`config.mk`:
```
export PLATFORM = sky130hd
export DESIGN_NAME = counter_ticker
export DESIGN_NICKNAME = d
export VERILOG_FILES = /design/src/rtl/counter_ticker_pkg.sv /design/src/rtl/counter_ticker.sv
export SDC_FILE = /design/constraint.sdc
export NUM_CORES = 1
export LEC_CHECK = 0
export ABC_AREA = 0
export CELL_PAD_IN_SITES_DETAIL_PLACEMENT = 0
export CELL_PAD_IN_SITES_GLOBAL_PLACEMENT = 1
export CORE_ASPECT_RATIO = 1.5
export CORE_MARGIN = 4
export CORE_UTILIZATION = 42
export DETAILED_ROUTE_END_ITERATION = 10
export PLACE_DENSITY_LB_ADDON = 0.1
export SLEW_MARGIN = 0
export SYNTH_ARGS = -nofsm -noshare
export SYNTH_HDL_FRONTEND = slang
export SYNTH_SLANG_ARGS = --single-unit
```
`constraint.sdc`:
```
create_clock -name ctrl -period 3.8 [get_ports ctrl]
set_input_delay 0.76 -clock ctrl [delete_from_list [all_inputs] [get_ports ctrl]]
set_output_delay 0.76 -clock ctrl [all_outputs]
set_load 0.03 [all_outputs]
```
`src/rtl/counter_ticker_pkg.sv`:
```
// counter_ticker_pkg
//   Shared types and constants for the counter_ticker rate generator.
//   - state_t     : FSM state encoding (IDLE, RUN, DONE)
//   - MODE_*      : values of the mode input (continuous / burst)
//   - ctrl_t      : shared control bundle carrying clock and reset
//   - ctrl_clock / ctrl_reset : accessors for the control-bundle fields
package counter_ticker_pkg;

  typedef enum logic [1:0] {
    IDLE = 2'd0,
    RUN  = 2'd1,
    DONE = 2'd2
  } state_t;

  localparam logic MODE_CONTINUOUS = 1'b0;
  localparam logic MODE_BURST      = 1'b1;

  // Shared control bundle: single rising-edge clock plus synchronous,
  // active-high reset.
  typedef struct packed {
    logic clk;
    logic rst;
  } ctrl_t;

  function automatic logic ctrl_clock(input ctrl_t c);
    return c.clk;
  endfunction

  function automatic logic ctrl_reset(input ctrl_t c);
    return c.rst;
  endfunction

endpackage

```
`src/rtl/counter_ticker.sv`:
```
// counter_ticker
//   Programmable rate generator. Emits one-cycle tick pulses every `per`
//   clocks, either continuously (until stop) or as a burst of `count` ticks,
//   with a start/stop handshake reporting busy/done.
// Ports:
//   ctrl      in   control bundle (clock, synchronous active-high reset)
//   start     in   launch request, accepted in IDLE or DONE when stop = 0
//   stop      in   abort request (wins over start)
//   mode      in   0 = continuous, 1 = burst (latched on accepted start)
//   period    in   tick spacing in cycles, 0 treated as 1 (latched)
//   count     in   burst length in ticks (latched, burst mode only)
//   tick      out  one-cycle pulse, drives the downstream enable
//   busy      out  high while in RUN
//   done      out  one-cycle pulse on completion or abort
//   remaining out  burst ticks not yet issued
module counter_ticker
  import counter_ticker_pkg::*;
#(
  parameter int WIDTH = 8
) (
  input  ctrl_t            ctrl,
  input  logic             start,
  input  logic             stop,
  input  logic             mode,
  input  logic [WIDTH-1:0] period,
  input  logic [WIDTH-1:0] count,
  output logic             tick,
  output logic             busy,
  output logic             done,
  output logic [WIDTH-1:0] remaining
);

  localparam logic [WIDTH-1:0] ZERO = {WIDTH{1'b0}};
  localparam logic [WIDTH-1:0] ONE  = WIDTH'(1'b1);

  logic             clk_s;
  logic             rst_s;

  state_t           state_r;
  state_t           state_s;
  logic             mode_r;
  logic             mode_s;
  logic [WIDTH-1:0] per_r;
  logic [WIDTH-1:0] per_s;
  logic [WIDTH-1:0] phase_r;
  logic [WIDTH-1:0] phase_s;
  logic [WIDTH-1:0] remaining_r;
  logic [WIDTH-1:0] remaining_s;
  logic             tick_r;
  logic             busy_r;
  logic             done_r;

  logic             cur_tick_s;
  logic             accept_s;
  logic [WIDTH-1:0] per_load_s;

  assign clk_s = ctrl_clock(ctrl);
  assign rst_s = ctrl_reset(ctrl);

  // Decode the tick of the current cycle, start acceptance and the loaded period.
  always_comb begin
    cur_tick_s = (state_r == RUN) && (phase_r == ZERO);
    accept_s   = start && !stop && ((state_r == IDLE) || (state_r == DONE));
    if (period == ZERO) begin
      per_load_s = ONE;
    end else begin
      per_load_s = period;
    end
  end

  // Next-state logic for the FSM, phase counter and remaining counter.
  always_comb begin
    state_s     = state_r;
    mode_s      = mode_r;
    per_s       = per_r;
    phase_s     = phase_r;
    remaining_s = remaining_r;

    if (accept_s) begin
      // Start is only honoured from IDLE/DONE, so latched values are
      // untouched by a start seen during RUN.
      mode_s  = mode;
      per_s   = per_load_s;
      phase_s = per_load_s - ONE;
      if (mode == MODE_BURST) begin
        remaining_s = count;
        if (count == ZERO) begin
          state_s = DONE;
        end else begin
          state_s = RUN;
        end
      end else begin
        remaining_s = ZERO;
        state_s     = RUN;
      end
    end else begin
      case (state_r)
        IDLE: begin
          state_s = IDLE;
        end
        RUN: begin
          if (cur_tick_s) begin
            phase_s = per_r - ONE;
            if (mode_r == MODE_CONTINUOUS) begin
              remaining_s = remaining_r;
            end else if (remaining_r != ZERO) begin
              remaining_s = remaining_r - ONE;
              // The tick issued with remaining == 1 is the last one.
              if (remaining_r == ONE) begin
                state_s = DONE;
              end else begin
                state_s = RUN;
              end
            end else begin
              remaining_s = remaining_r;
            end
          end else begin
            phase_s = phase_r - ONE;
          end
          // Stop still lets the tick already decoded this cycle go out
          // (and its decrement land), then ends the run.
          if (stop) begin
            state_s = DONE;
          end else begin
            state_s = state_s;
          end
        end
        DONE: begin
          state_s     = IDLE;
          remaining_s = ZERO;
        end
        default: begin
          state_s     = IDLE;
          remaining_s = ZERO;
          phase_s     = ZERO;
        end
      endcase
    end
  end

  // State and counter registers with synchronous reset; outputs are
  // registered copies of the decode of the next state.
  always_ff @(posedge clk_s) begin
    if (rst_s) begin
      state_r     <= IDLE;
      mode_r      <= MODE_CONTINUOUS;
      per_r       <= ONE;
      phase_r     <= ZERO;
      remaining_r <= ZERO;
      tick_r      <= 1'b0;
      busy_r      <= 1'b0;
      done_r      <= 1'b0;
    end else begin
      state_r     <= state_s;
      mode_r      <= mode_s;
      per_r       <= per_s;
      phase_r     <= phase_s;
      remaining_r <= remaining_s;
      tick_r      <= (state_s == RUN) && (phase_s == ZERO);
      busy_r      <= (state_s == RUN);
      done_r      <= (state_s == DONE);
    end
  end

  assign tick      = tick_r;
  assign busy      = busy_r;
  assign done      = done_r;
  assign remaining = remaining_r;

endmodule

```
# Word level (Yosys, flattened, before mapping)
# Index checks and enable logic that the tools add are counted.
[word_totals] inputBits=21 ff_bits=30
[classes] mux=19 add_sub_neg=4 n_eq_ne=9 n_reduce_logical=14
[op_table] cell="$mux 8" count=8
[op_table] cell="$logic_not 8->1" count=4
[op_table] cell="$pmux 8 s2" count=2
[op_table] cell="$sub 8x1->8 const B" count=4
[op_table] cell="$mux 2" count=9
[op_table] cell="$eq 8x1->1 const B" count=1
[op_table] cell="$reduce_bool 8->1" count=1
[op_table] cell="$ne 3x3->1 const B" count=2
[op_table] cell="$eq 2x1->1 const B" count=2
[op_table] cell="$eq 2x2->1 const B" count=2
[op_table] cell="$logic_and 1x1->1" count=4
[op_table] cell="$reduce_and 4->1" count=1
[op_table] cell="$ne 3x2->1 const B" count=1
[op_table] cell="$logic_not 2->1" count=1
[op_table] cell="$ne 2x2->1 const B" count=1
[op_table] cell="$reduce_or 2->1" count=1
[op_table] cell="$logic_not 1->1" count=1
[op_table] cell="$logic_or 1x1->1" count=1

# Logic depth before layout (Yosys ltp)
# Gate-level depths: netlist of run 1.
[logic_depth] word_depth=10 depth_mapped=11

# Worst setup path before layout of run 1
# No wires, ideal clock.
[synth_timing] kind="in2reg" from="in period[4]" to="reg tick_r (netlist: tick)" arrival_time_ns=2.603 setup_ns=0.117 path_slack_ns=1.080 path_buffers=0 cell_stages=9 path_cell_list="nor4_1 > a31oi_1 > ha_1 > nor3b_1 > xnor2_1 > a211o_1 > a32oi_1 > a211oi_1 > and4bb_1"
[synth_between] elab_chain_cells=6
[synth_rtl] element="start: declaration" line_no="counter_ticker.sv:25" source="input logic [WIDTH-1:0] period,"
[synth_rtl] element="$logic_not 8->1" line_no="counter_ticker.sv:64" source="if (period == ZERO) begin"
[synth_rtl] element="$mux 8 (*)" line_no="counter_ticker.sv:64"
[synth_rtl] element="$sub 8x1->8 (*)" line_no="counter_ticker.sv:84" source="phase_s = per_load_s - ONE;"
[synth_rtl] element="$mux 8 (*)" line_no="counter_ticker.sv:79" source="if (accept_s) begin"
[synth_rtl] element="$logic_not 8->1 (*)" line_no="counter_ticker.sv:159" source="tick_r <= (state_s == RUN) && (phase_s == ZERO);"
[synth_rtl] element="$logic_and 1x1->1 (*)" line_no="counter_ticker.sv:159"
[synth_rtl] element="end signal: assignment" line_no="counter_ticker.sv:159"
[synth_rtl] element="end: declaration" line_no="counter_ticker.sv:49" source="logic tick_r;"
# Mark *: on every way between the ends. The rest lies on a longest branch, timed or not.
# A chain may end at the register's enable or synchronous reset.

==> results.cfg, run 1 <==
[synthesis]
synth_warnings = 0
synth-main-ff-cell = dfxtp_1
netlist_top_cells_area = dfxtp_1, nor2_1, a21oi_1
syn-cell-area_um2 = 1930
synth-async-reset-ratio_pct = 0
syn_area_per_cell_um2 = 7.61
netlist_instances = 254
synth-seq-area-share_pct = 31.1
ys_seq_elements = 30
yosys.cell_types.count = 52
yosysTopAreaCell = dfxtp_1
synth_nets = 279
synth_edf_count = 0
yosysTopAreaCellShare_pct = 31.1

[worst_hold_path]
min_path_type = clock port to flop
min_from = ctrl[0]

[pwr]
internal-power_mw = 1.30
powerDensity_nw_per_um2 = 870
clkPwrFrac_pct = 38.4
p_leak_nw = 0.951
ir_drop_mv = 0.362
switching_power_uw = 947
p_comb_share_pct = 36.3
pwr-share-seq_pct = 25.3
power.total_mw = 2.25
power_switching_share_pct = 42.1

[critical_path]
worst_setup_path_end_kind = flop
startpoint_type = clock port
critical_path_arrival_ns = 3.54
r2r_cells = 10
rrSetupSlack_ns = 0.87
worstSetupEndpoint = tick
worstPathRequired_ns = 4.02
cp_max_fo = 7
r2r-end = tick
r2r-start = state_r[0]
critical_path_class = clock port to flop
crit_start = ctrl[0]

[place]
gp_congestion = 0.900
portBuffers = 30
place_hpwl_um = 4410

[final_layout]
fillers = 448
fin_nets = 317
drive_gt1_share_pct = 11.4
final_cell_mix = nor2_1, dfxtp_1, clkdlybuf4s50_1
area.growth.synth_to_final_pct = 33.9
final_common_cell = nor2_1
regArea_um2 = 601
multi_input_area_um2 = 1230
diodes = 0

[sta]
worst_pin_slew_ns = 0.895
fin_tns_setup_ns = 0
setup_violations = 0
drv_slew = 0
finalHoldViolCount = 0
rsz0062_at_grt = no
max_slew_margin_pct = 39.8
clock_skew_ns = 0.00688

[drt]
drc = 0
wire_per_inst_um = 17.9
ant_nets = 0
vias = 2100
first_pass_iters = 4
drt-total-wl_um = 6170
drtIter0Drc = 131
routed_via_density = 6.09

[status]
outcome = complete, no violations

[clocking]
cts_setup_buffers = 0
cts_tree = done
insertion_delay_ns = 0.29
path_clk_slew_ns = 0.06
ctsHoldBuffers = 0
cts_resized = 0

[floorplan]
coreArea_um2 = 4500
die_y_um = 91.1
die_area_um2 = 5770
io_pins = 32
floorplan.initialDensity_pct = 42.9
rows = 30
die_w_um = 63.4

[global_route]
grt_start_max_net_pins = 17
overflow = 0
grt_usage_pct = 23.3
grt_pass1_vias = 2410
grt_antenna_before_repair = 0
grt_pass1_wl_um = 10000

[flow_run]
max_cap_violations = 0
-- layer usage --
layer	vias to the layer above	GRT usage, %	part of all wire, %
met4	0	26.8	6.5
met5	-	0	0
met3	36	11.4	4.9
met1	965	19.3	37
met2	75	36.5	52
li1	1024	-	-
-- state kept, by name (all words and copies together) (netlist names) --
name,flops
busy,1
done,1
mode_r,1
phase_r,8
remaining,8
per_r,8
state_r,2
tick,1
-- cell usage after synthesis, drive strengths merged (2+ instances only) --
cell type	n
a211o	4
a211oi	9
a21oi	23
a22o	2
a22oi	5
a311o	2
a31oi	5
a32o	2
and2	2
and3	6
buf	4
clkbuf	10
dfxtp	30
ha	4
inv	8
nand2	24
nand2b	2
nand3	4
nor2	34
nor2b	5
nor3	10
nor3b	4
nor4	9
nor4b	2
o21ai	14
o22ai	2
o41ai	2
or3	4
or4b	2
xnor2	4
xor2	2
-- power by group through the flow --
| stage | Combinational (mW) | Clock (mW) | Sequential (mW) |
|---|---|---|---|
| 4_1_cts | 0.814 | 0.880 | 0.565 |
| 6_report | 0.818 | 0.864 | 0.569 |
| 2_1_floorplan | 0.571 | 0.146 | 0.555 |
| 5_1_grt | 0.904 | 0.916 | 0.583 |
| 3_3_place_gp | 0.814 | 0.0694 | 0.575 |
| 3_5_place_dp | 0.807 | 0.0694 | 0.573 |
-- area by class of cell --
| class | instances | share of cell area (%) |
|---|---|---|
| Multi-Input combinational cell | 202 | 47.7 |
| Sequential cell | 30 | 23.2 |
| Timing Repair Buffer | 34 | 12.8 |
| Clock buffer | 20 | 10.3 |
| Clock inverter | 3 | 2.56 |
| Tap cell | 48 | 2.32 |
| Inverter | 8 | 1.16 |
-- stage by stage --
step | hold WS (ns) | area [um^2] | instances | setup slack, ns | utilization (%)
CTS | 0.0941 | 2590 | 345 | 0.431 | 57.4
finish | 0.0923 | 2590 | 345 | 0.476 | 57.4
global placement | 0.0691 | 2260 | 322 | 0.611 | 50.1
global route | 0.102 | 2590 | 345 | 0.445 | 57.4
floorplan | 0.115 | 1930 | 254 | 1.08 | -
detailed placement | 0.0691 | 2260 | 322 | 0.554 | 50.1
-- critical path, cell delays in order --
cell and delay (ns):
clkbuf_8 0.14, clkbuf_8 0.16, a311o_1 0.33, clkbuf_8 0.15, clkbuf_8 0.12, o41ai_1 0.07
clkbuf_8 0.22, clkbuf_8 0.11, and2_1 0.10, and4bb_1 0.24
-- worst min-delay path by stage --
stage	to	slack, ns	cells past startpoint
2_1_floorplan	busy	0.11	1
3_3_place_gp	done	0.07	1
3_5_place_dp	done	0.07	1
4_1_cts	per_r[2]	0.09	3
5_1_grt	per_r[2]	0.10	3
6_report	per_r[3]	0.09	3
-- logic make-up (layout without fill, tap and decap cells) --
group / count (synthesis) / in the layout / synth area share, %
AND/OR/NAND/NOR: 113 / 113 / 31.5
AO/OA/AOI/OAI: 78 / 78 / 26.6
flip-flops: 30 / 30 / 31.1
buffers and inverters: 22 / 65 / 4.99
XOR/XNOR: 6 / 6 / 2.72
adder cells (fa/ha/maj): 4 / 4 / 2.59
multiplexers: 1 / 1 / 0.583
Power figures use the tool's default switching activity.
==> inputs of run 2 (changes only) <==
--- a/config.mk
+++ b/config.mk
@@ -6,13 +6,10 @@
 export NUM_CORES = 1
 export LEC_CHECK = 0
 export ABC_AREA = 0
-export CELL_PAD_IN_SITES_DETAIL_PLACEMENT = 0
-export CELL_PAD_IN_SITES_GLOBAL_PLACEMENT = 1
 export CORE_ASPECT_RATIO = 1.5
-export CORE_MARGIN = 4
-export CORE_UTILIZATION = 42
+export CORE_UTILIZATION = 57
 export DETAILED_ROUTE_END_ITERATION = 10
-export PLACE_DENSITY_LB_ADDON = 0.1
+export PLACE_DENSITY = 0.85
 export SLEW_MARGIN = 0
 export SYNTH_ARGS = -nofsm -noshare
 export SYNTH_HDL_FRONTEND = slang
==> run 2 against run 1 <==
  * Global-route usage increased by 14 points
  * Non-clock buffer count unchanged
  * Largest power group is now combinational cells
  * Critical endpoint unchanged
  * Highest routed layer unchanged
  * First-iteration DRC count increased by 11%
  * Total power decreased by 4.5%
  * Flip-flop and latch count unchanged
==> results.cfg, run 2 (same netlist as run 1, synthesis figures left out) <==
[global_route]
grt_antenna_before_repair = 0
overflow = 0
grt_pass1_wl_um = 9720
grt_usage_pct = 37.7
grt_pass1_vias = 2255
grt_start_max_net_pins = 17

[critical_path]
cpPeakStageDelay_ns = 0.32
cp_max_fo = 7
r2r-start = state_r[0]
worst_setup_path_end_kind = flop
critical_path_arrival_ns = 3.59
path_cells = clkbuf_8, clkbuf_8, a311o_1, clkbuf_8, clkbuf_8, o41ai_1, clkbuf_8, clkbuf_8, and2_1, and4bb_1
slowest_stage = a311o_1
startpoint_type = clock port
path_buf_inv = 6
r2r_cells = 10
worstPathRequired_ns = 4.02
rrSetupSlack_ns = 0.78
r2r-end = tick
crit_path_frequent_cell = clkbuf_8
critical_path_class = clock port to flop
critPathTopFamily = buffers and inverters

[pwr]
ir_drop_mv = 0.618
power_switching_share_pct = 44.7
switching_power_uw = 961
p_comb_share_pct = 38.6
p_leak_nw = 0.927
pwr-share-seq_pct = 26.9
internal-power_mw = 1.19
powerDensity_nw_per_um2 = 853
clkPwrFrac_pct = 34.5

[final_layout]
drive_gt1_share_pct = 10.5
final_cell_mix = nor2_1, dfxtp_1, clkdlybuf4s50_1
area.growth.synth_to_final_pct = 30.5
diodes = 0
fin_nets = 317
final_common_cell = nor2_1
fin_area_um2 = 2520

[floorplan]
rows = 25
die_w_um = 49.5
die_y_um = 73.3
die_area_um2 = 3630
coreArea_um2 = 3190
floorplan.initialDensity_pct = 60.5
io_pins = 32

[sta]
fin_tns_setup_ns = 0
worst_pin_slew_ns = 0.954
clock_skew_ns = 0.00280
max_slew_margin_pct = 35.8
finalHoldViolCount = 0
drv_slew = 0
rsz0062_at_grt = no
setup_violations = 0
holdWs_ns = 0.0782

[drt]
ant_nets = 0
drt-total-wl_um = 6280
vias = 2274
drtIter0Drc = 145
routed_via_density = 6.79
first_pass_iters = 6
wire_per_inst_um = 18.7
drc = 0

[clocking]
ctsHoldBuffers = 0
cts_tree = done
cts_resized = 0
insertion_delay_ns = 0.29
cts_setup_buffers = 0
path_clk_slew_ns = 0.06

[status]
outcome = complete, no violations

[worst_hold_path]
hold_end = per_r[4]
worst_hold_path.num_cells = 3
min_path_type = clock port to flop
min_from = ctrl[0]

[place]
place_hpwl_um = 4190
gp_congestion = 0.947
dpl_cell_area_um2 = 2250
portBuffers = 30

[flow_run]
max_cap_violations = 0
==> run 2: final cells by class <==
| cell class | count | area [um^2] |
|---|---|---|
| flip-flops and latches | 30 | 601 |
| clock buffers | 18 | 238 |
| clock inverters | 3 | 37.5 |
| multi-input cells | 202 | 1230 |
| inverters | 8 | 30.0 |
| repair buffers | 34 | 330 |
| well taps | 40 | 50.0 |
| fillers | 245 | 669 |
==> run 2: tightest hold or removal path: stages <==
cell      delay (ns)
clkbuf_8        0.13
clkbuf_8        0.15
a21oi_1         0.04
==> run 2: worst max path at each step <==
stage | start | endpoint | depth (start not counted)
4_1_cts | ctrl[0] | tick | 10
6_report | ctrl[0] | tick | 10
3_5_place_dp | period[2] | tick | 11
3_3_place_gp | period[2] | tick | 11
2_1_floorplan | period[4] | tick | 9
5_1_grt | ctrl[0] | tick | 10
==> run 2: per-stage QoR <==
step	total power, mW	setup slack, ns	cells	util (%)
global route	2.26	0.407	335	79.0
floorplan	1.27	1.08	254	-
detailed placement	1.44	0.437	314	70.4
finish	2.15	0.429	335	79.0
CTS	2.13	0.421	335	79.0
global placement	1.43	0.596	314	70.4
==> run 2: power groups by stage <==
stage               clock, mW  sequential [mW]  combinational [mW]
floorplan               0.146            0.555               0.571
global placement       0.0694            0.572               0.789
detailed placement     0.0694            0.574               0.796
CTS                     0.749            0.568               0.813
global route            0.785            0.584               0.894
finish                  0.742            0.579               0.830
==> run 2: routing by layer <==
layer,part of all wire (%),track usage [%],up-vias
met5,0,0,-
met4,6.8,38.7,0
met3,8.6,20.5,48
met2,51,62.2,161
met1,33,30.3,1040
li1,-,-,1025
